==> src/rtl/serial_arith_pkg.sv <==
// Shared definitions for the bit-serial arithmetic blocks (subtractor now, adder later).
// The optional SERIAL_SUB_OVF_EN overflow flag needs nothing from this package.
package serial_arith_pkg;

  localparam int DEF_WIDTH = 8;

  typedef enum logic [1:0] {
    ST_IDLE = 2'd0,
    ST_RUN  = 2'd1,
    ST_DONE = 2'd2
  } state_t;

endpackage

==> src/rtl/serial_subtractor_if.sv <==
// Start/ready handshake plus held result for the bit-serial subtractor.
// With SERIAL_SUB_OVF_EN defined the bundle also carries the signed-overflow flag ovf.
interface serial_subtractor_if
  import serial_arith_pkg::*;
#(
  parameter int WIDTH = DEF_WIDTH
);
  logic             start;
  logic [WIDTH-1:0] a;
  logic [WIDTH-1:0] b;
  logic             ready;
  logic             busy;
  logic             done;
  logic [WIDTH-1:0] diff;
  logic             borrow_out;
`ifdef SERIAL_SUB_OVF_EN
  logic             ovf;

  modport master (output start, a, b,
                  input  ready, busy, done, diff, borrow_out, ovf);
  modport slave  (input  start, a, b,
                  output ready, busy, done, diff, borrow_out, ovf);
`else
  modport master (output start, a, b,
                  input  ready, busy, done, diff, borrow_out);
  modport slave  (input  start, a, b,
                  output ready, busy, done, diff, borrow_out);
`endif
endinterface

==> src/rtl/full_sub.sv <==
// 1-bit full subtractor built from two half subtractors and an OR of their borrows.
// Unaffected by SERIAL_SUB_OVF_EN.
module full_sub (
  input  logic a,
  input  logic b,
  input  logic bin,
  output logic d,
  output logic bout
);
  logic d0, b0, b1;

  half_sub u_hs0 (.x(a),  .y(b),   .d(d0), .bout(b0));
  half_sub u_hs1 (.x(d0), .y(bin), .d(d),  .bout(b1));

  assign bout = b0 | b1;
endmodule

==> src/rtl/half_sub.sv <==
// 1-bit half subtractor: d = x - y, bout set when x < y.
// Unaffected by SERIAL_SUB_OVF_EN.
module half_sub (
  input  logic x,
  input  logic y,
  output logic d,
  output logic bout
);
  assign d    = x ^ y;
  assign bout = ~x & y;
endmodule

==> src/rtl/serial_subtractor.sv <==
// Bit-serial unsigned subtractor: one full_sub cell, LSB first, WIDTH cycles per operation.
// SERIAL_SUB_OVF_EN adds a held signed-overflow flag (ovf) computed from the load-time MSBs.
module serial_subtractor
  import serial_arith_pkg::*;
#(
  parameter int WIDTH = DEF_WIDTH
) (
  input  logic clk,
  input  logic rst,
  serial_subtractor_if.slave bus
);
  localparam int CW = $clog2(WIDTH + 1);

  state_t           state, state_nxt;
  logic [WIDTH-1:0] sa, sb, sr;
  logic [WIDTH-1:0] diff_q;
  logic             bo_q;
  logic             bq;
  logic [CW-1:0]    cnt;
  logic             d, bout, last;
  logic [WIDTH-1:0] res_nxt;

  full_sub u_fs (.a(sa[0]), .b(sb[0]), .bin(bq), .d(d), .bout(bout));

  assign last    = (cnt == CW'(WIDTH - 1));
  // New bit enters at the MSB end; after WIDTH shifts the LSB has reached bit 0.
  assign res_nxt = WIDTH'({d, sr} >> 1);

  always_ff @(posedge clk) begin
    if (rst) state <= ST_IDLE;
    else     state <= state_nxt;
  end

  always_comb begin
    state_nxt = state;
    case (state)
      ST_IDLE: if (bus.start) state_nxt = ST_RUN;
      ST_RUN:  if (last)      state_nxt = ST_DONE;
      ST_DONE:                state_nxt = ST_IDLE;
      default:                state_nxt = ST_IDLE;
    endcase
  end

  always_comb begin
    bus.ready = 1'b0;
    bus.busy  = 1'b0;
    bus.done  = 1'b0;
    case (state)
      ST_IDLE: bus.ready = 1'b1;
      ST_RUN:  bus.busy  = 1'b1;
      ST_DONE: bus.done  = 1'b1;
      default: ;
    endcase
  end

  always_ff @(posedge clk) begin
    if (rst) begin
      sa     <= '0;
      sb     <= '0;
      sr     <= '0;
      bq     <= 1'b0;
      cnt    <= '0;
      diff_q <= '0;
      bo_q   <= 1'b0;
    end else begin
      case (state)
        ST_IDLE: if (bus.start) begin
          sa  <= bus.a;
          sb  <= bus.b;
          bq  <= 1'b0;
          cnt <= '0;
        end
        ST_RUN: begin
          sa  <= sa >> 1;
          sb  <= sb >> 1;
          sr  <= res_nxt;
          bq  <= bout;
          cnt <= cnt + CW'(1);
          if (last) begin
            diff_q <= res_nxt;
            bo_q   <= bout;
          end
        end
        default: ;
      endcase
    end
  end

  assign bus.diff       = diff_q;
  assign bus.borrow_out = bo_q;

`ifdef SERIAL_SUB_OVF_EN
  logic am, bm, ovf_q;

  always_ff @(posedge clk) begin
    if (rst) begin
      am    <= 1'b0;
      bm    <= 1'b0;
      ovf_q <= 1'b0;
    end else if (state == ST_IDLE && bus.start) begin
      am <= bus.a[WIDTH-1];
      bm <= bus.b[WIDTH-1];
    end else if (state == ST_RUN && last) begin
      ovf_q <= (am != bm) && (res_nxt[WIDTH-1] != am);
    end
  end

  assign bus.ovf = ovf_q;
`endif

endmodule

==> src/flat_wrapper.sv <==
// flat-port wrapper written by rule: the top's interface ports become plain ports
module serial_subtractor_flat import serial_arith_pkg::*;
#(
  parameter int WIDTH = DEF_WIDTH
)
  (clk, rst, bus_start, bus_a, bus_b, bus_ready, bus_busy, bus_done, bus_diff, bus_borrow_out);
  serial_subtractor_if #(.WIDTH(WIDTH)) bus_i ();
  input  logic clk;
  input  logic rst;
  input wire logic [$bits(bus_i.start)-1:0] bus_start;
  input wire logic [$bits(bus_i.a)-1:0] bus_a;
  input wire logic [$bits(bus_i.b)-1:0] bus_b;
  output wire logic [$bits(bus_i.ready)-1:0] bus_ready;
  output wire logic [$bits(bus_i.busy)-1:0] bus_busy;
  output wire logic [$bits(bus_i.done)-1:0] bus_done;
  output wire logic [$bits(bus_i.diff)-1:0] bus_diff;
  output wire logic [$bits(bus_i.borrow_out)-1:0] bus_borrow_out;
  assign bus_i.start = bus_start;
  assign bus_i.a = bus_a;
  assign bus_i.b = bus_b;
  assign bus_ready = bus_i.ready;
  assign bus_busy = bus_i.busy;
  assign bus_done = bus_i.done;
  assign bus_diff = bus_i.diff;
  assign bus_borrow_out = bus_i.borrow_out;
  serial_subtractor #(.WIDTH(WIDTH)) u_core (.clk(clk), .rst(rst), .bus(bus_i));
endmodule
==> config.mk <==
export PLATFORM = sky130hd
export DESIGN_NAME = serial_subtractor_flat
export DESIGN_NICKNAME = d
export VERILOG_FILES = /design/src/rtl/serial_arith_pkg.sv /design/src/rtl/serial_subtractor_if.sv /design/src/rtl/full_sub.sv /design/src/rtl/half_sub.sv /design/src/rtl/serial_subtractor.sv /design/src/flat_wrapper.sv
export SDC_FILE = /design/constraint.sdc
export NUM_CORES = 1
export LEC_CHECK = 0
export ABC_AREA = 1
export CAP_MARGIN = 10
export CORE_ASPECT_RATIO = 0.5
export CORE_UTILIZATION = 32
export CTS_CLUSTER_SIZE = 16
export DETAILED_ROUTE_END_ITERATION = 8
export PLACE_DENSITY = 0.64
export SETUP_SLACK_MARGIN = 0.05
export SYNTH_ARGS = -nofsm -noshare
export SYNTH_HDL_FRONTEND = slang
export SYNTH_SLANG_ARGS = --single-unit
==> constraint.sdc <==
create_clock -name clk -period 3.77 [get_ports clk]
set_input_delay 0.754 -clock clk [delete_from_list [all_inputs] [get_ports clk]]
set_output_delay 0.754 -clock clk [all_outputs]
set_load 0.03 [all_outputs]
==> results.md <==
* Run status: completed
* PnR Total Power at 0.000823 W
* Starting Density at 0.342
* Crit path kind: reg -> out
* Cts hold-fix bufs at 0
* Die Ht at 54.2 um
* Worst hold slack at 0.456 ns
* Largest buffer count on any clock path at 2
* Site Rows at 18
* Clock sink total at 39
* H-tree levels at 2
* Cells on worst reg2reg path at 6
* First-pass GRT wire length at 5690 um
* Top Ports at 31
* Yosys warning count at 0
* Area share of the largest cell type after synthesis at 0.448
* Drt pass-1 iters at 4
* Die width at 106 um
* Hold Path Depth at 2
* Worst path buffer plus inverter count at 3
* Detailed Route Iter0 Violations at 67
* Final HPWL DP at 2350 um
* Vias in the first global route at 1,303
* ANT cells at 0
* CTS root buf: clkbuf_8
* Slowest CP cell: clkdlybuf4s50_1
* TritonCTS Buffers at 5
* Final Net Count at 299
* Port Buffers at 30
* Setup bufs post-CTS at 0
* Crit path arrival time at 1.94 ns
* Worst-skew pair later-pin latency at 0.29 ns
* PwrDens at 379 nW/um^2
* Syn nets at 270
* Mapped cell area at 1740 um^2
* GRT Total Usage at 0.131
* Final Critical Period at 2.70 ns
* Worst slew margin at 0.564
* Max Fanout on Critical Path at 32
* Mapped Avg Cell Area at 7.00 um^2
* Unrepaired setup endpoints after global routing: false
* Synth-to-Final Area Change at 24.6%
* Post-Route Skew at 0.00330 ns
* Final GP Congestion at 0.717
* Maxcap violations at 0
* M1 GR Usage at 0.149
* Placed Area at 2080 um^2
* Critical Path Source Type: flop
* Final WL at 3470 um
* Grt total ovfl at 0
* TritonCTS clock tree: built
* Worst setup EP type: output pin
* Max Clk Rate at 371 MHz
* Final Cell Area at 2170 um^2
* Final setup margin at 1.07 ns
* Worst vdd ir at 150 uV
* Layout cells sized above 1 at 0.0681
* GR Layer Usage met3 at 0.0375
* Crit path cell chain: inv_2 > nor2_4 > buf_4 > clkdlybuf4s50_1
* Post-CTS sizing at 0
* Distinct cells, synth at 24
* DIE AREA at 5760 um^2
* Static Leakage at 0.896 nW
* Worst-margin pin slew at 0.650 ns
* Top delay family on crit path: buffers and inverters
* Syn Inst Count at 249
* Pre-CTS WS at 0.963 ns
* Slew Limit Fails at 0
* Crit-path max cell delay at 0.73 ns
* Final hold violation count at 0
* Register bit count reported by yosys at 39
* Sequential area share after synthesis at 0.448
* Largest net degree at the start of global routing at 33
* Post-detailed-route DRC marker count at 0
* Synth top area cells: dfxtp_1 (45%), nor2_1 (13%), nand2_1 (11%)
* Critical Path RT at 3.02 ns
* Via/cell ratio at 4.49
* Final Setup Violations at 0
* Remaining antenna violation count at 0
* Wire length per cell at 9.95 um
* Initial antenna violation count at 0
* Via count at 1,568
* Clock transition at the registers of the reported paths at 0.08 ns
* Setup tns final at 0 ns
* GRT busiest layer: met2
* GR Layer Usage met2 at 0.237
* Total core area at 5090 um^2
* Leading area contributor after synthesis: dfxtp_1
* Type of the worst min-delay path: reg -> reg
* Worst path depth at 4
* FILL cells at 558
* Final Cycle Share at 0.716
## synthesized netlist by cell type
| cell | count |
|---|---|
| nor2_1 | 60 |
| nand2_1 | 51 |
| dfxtp_1 | 39 |
| nand3_1 | 31 |
| inv_1 | 20 |
| o21ai_0 | 9 |
| a21oi_1 | 7 |
| nand3b_1 | 7 |
| buf_4 | 3 |
| clkbuf_1 | 3 |
| buf_2 | 2 |
| buf_6 | 2 |
| inv_2 | 2 |
| nand2_4 | 2 |
| nor2_2 | 2 |
| buf_1 | 1 |
| clkinv_1 | 1 |
| fa_1 | 1 |
| ha_1 | 1 |
| nand2_2 | 1 |
| nor2_4 | 1 |
| nor3_1 | 1 |
| o21ai_1 | 1 |
| o22ai_1 | 1 |
## power breakdown
| group | internal (W) | switching, W | leakage [nW] |
|---|---|---|---|
| combinational | 0.0000454 | 0.0000580 | 0.537 |
| sequential | 0.000430 | 0.0000107 | 0.318 |
| clock | 0.000129 | 0.000151 | 0.0402 |
| total | 0.000604 | 0.000219 | 0.896 |
## kinds of logic after synthesis
logic type	count (synthesis)	synth area share
buffers and inverters	34	0.0897
AND/OR/NAND/NOR	156	0.391
AO/OA/AOI/OAI	18	0.0524
adder cells (fa/ha/maj)	2	0.0187
flip-flops	39	0.448
## worst reg2reg max path, stage by stage, from the launching register on
cell and delay (ns):
dfxtp_1 0.38, ha_1 0.20, nand2_1 0.08, nor2_1 0.44
nand3_1 0.14, nand2_1 0.09, nor2_1 0.06
## layout by cell type, fill, tap and decap left out, drive strengths merged
master and n:
nor2 63, nand2 54, dfxtp 39, nand3 31, clkdlybuf4s50 30, inv 22
o21ai 10, a21oi 7, nand3b 7, clkbuf 5, buf 3, clkinvlp 2
clkinv 2, o22ai 1, nor3 1, fa 1, ha 1
## metal layers
metal	share of wire	vias to the layer above
li1	-	838
met1	0.49	694
met2	0.44	28
met3	0.044	8
met4	0.017	0
met5	0	-
## through the flow
| step | utilization | std cells |
|---|---|---|
| 6_report | 0.427 | 349 |
| 5_1_grt | 0.427 | 349 |
| 3_3_place_gp | 0.409 | 341 |
| 4_1_cts | 0.427 | 349 |
| 2_1_floorplan | - | 249 |
| 3_5_place_dp | 0.409 | 341 |
## final cells by class
type / instances / area (um^2) / area share
Timing Repair Buffer: 33 / 323 / 0.149
Sequential cell: 39 / 781 / 0.359
Multi-Input combinational cell: 176 / 806 / 0.371
Tap cell: 70 / 87.6 / 0.0403
Clock buffer: 5 / 68.8 / 0.0317
Inverter: 23 / 86.3 / 0.0397
Clock inverter: 3 / 20.0 / 0.00922
## sequential cells by signal (all words and copies together) (netlist names)
register and cells:
u_core.bq 1, u_core.bus.borrow_out 1, u_core.bus.diff 8, u_core.cnt 4, u_core.sa 8, u_core.sb 8, u_core.sr 7, u_core.state 2
## worst paths after layout
| kind | from | to | slack (ns) |
|---|---|---|---|
| worst max-delay path | u_core.state[0]$_SDFFE_PP0P_ | bus_busy | 1.07 |
| worst min-delay path | u_core.sb[1]$_SDFFE_PP0P_ | u_core.sb[0]$_SDFFE_PP0P_ | 0.46 |
| worst max register to register | u_core.cnt[0]$_SDFFE_PP0P_ | u_core.bus.diff[6]$_SDFFE_PP0P_ | 2.28 |
| worst min register to register | u_core.sb[1]$_SDFFE_PP0P_ | u_core.sb[0]$_SDFFE_PP0P_ | 0.46 |
Power figures use the tool's default switching activity.
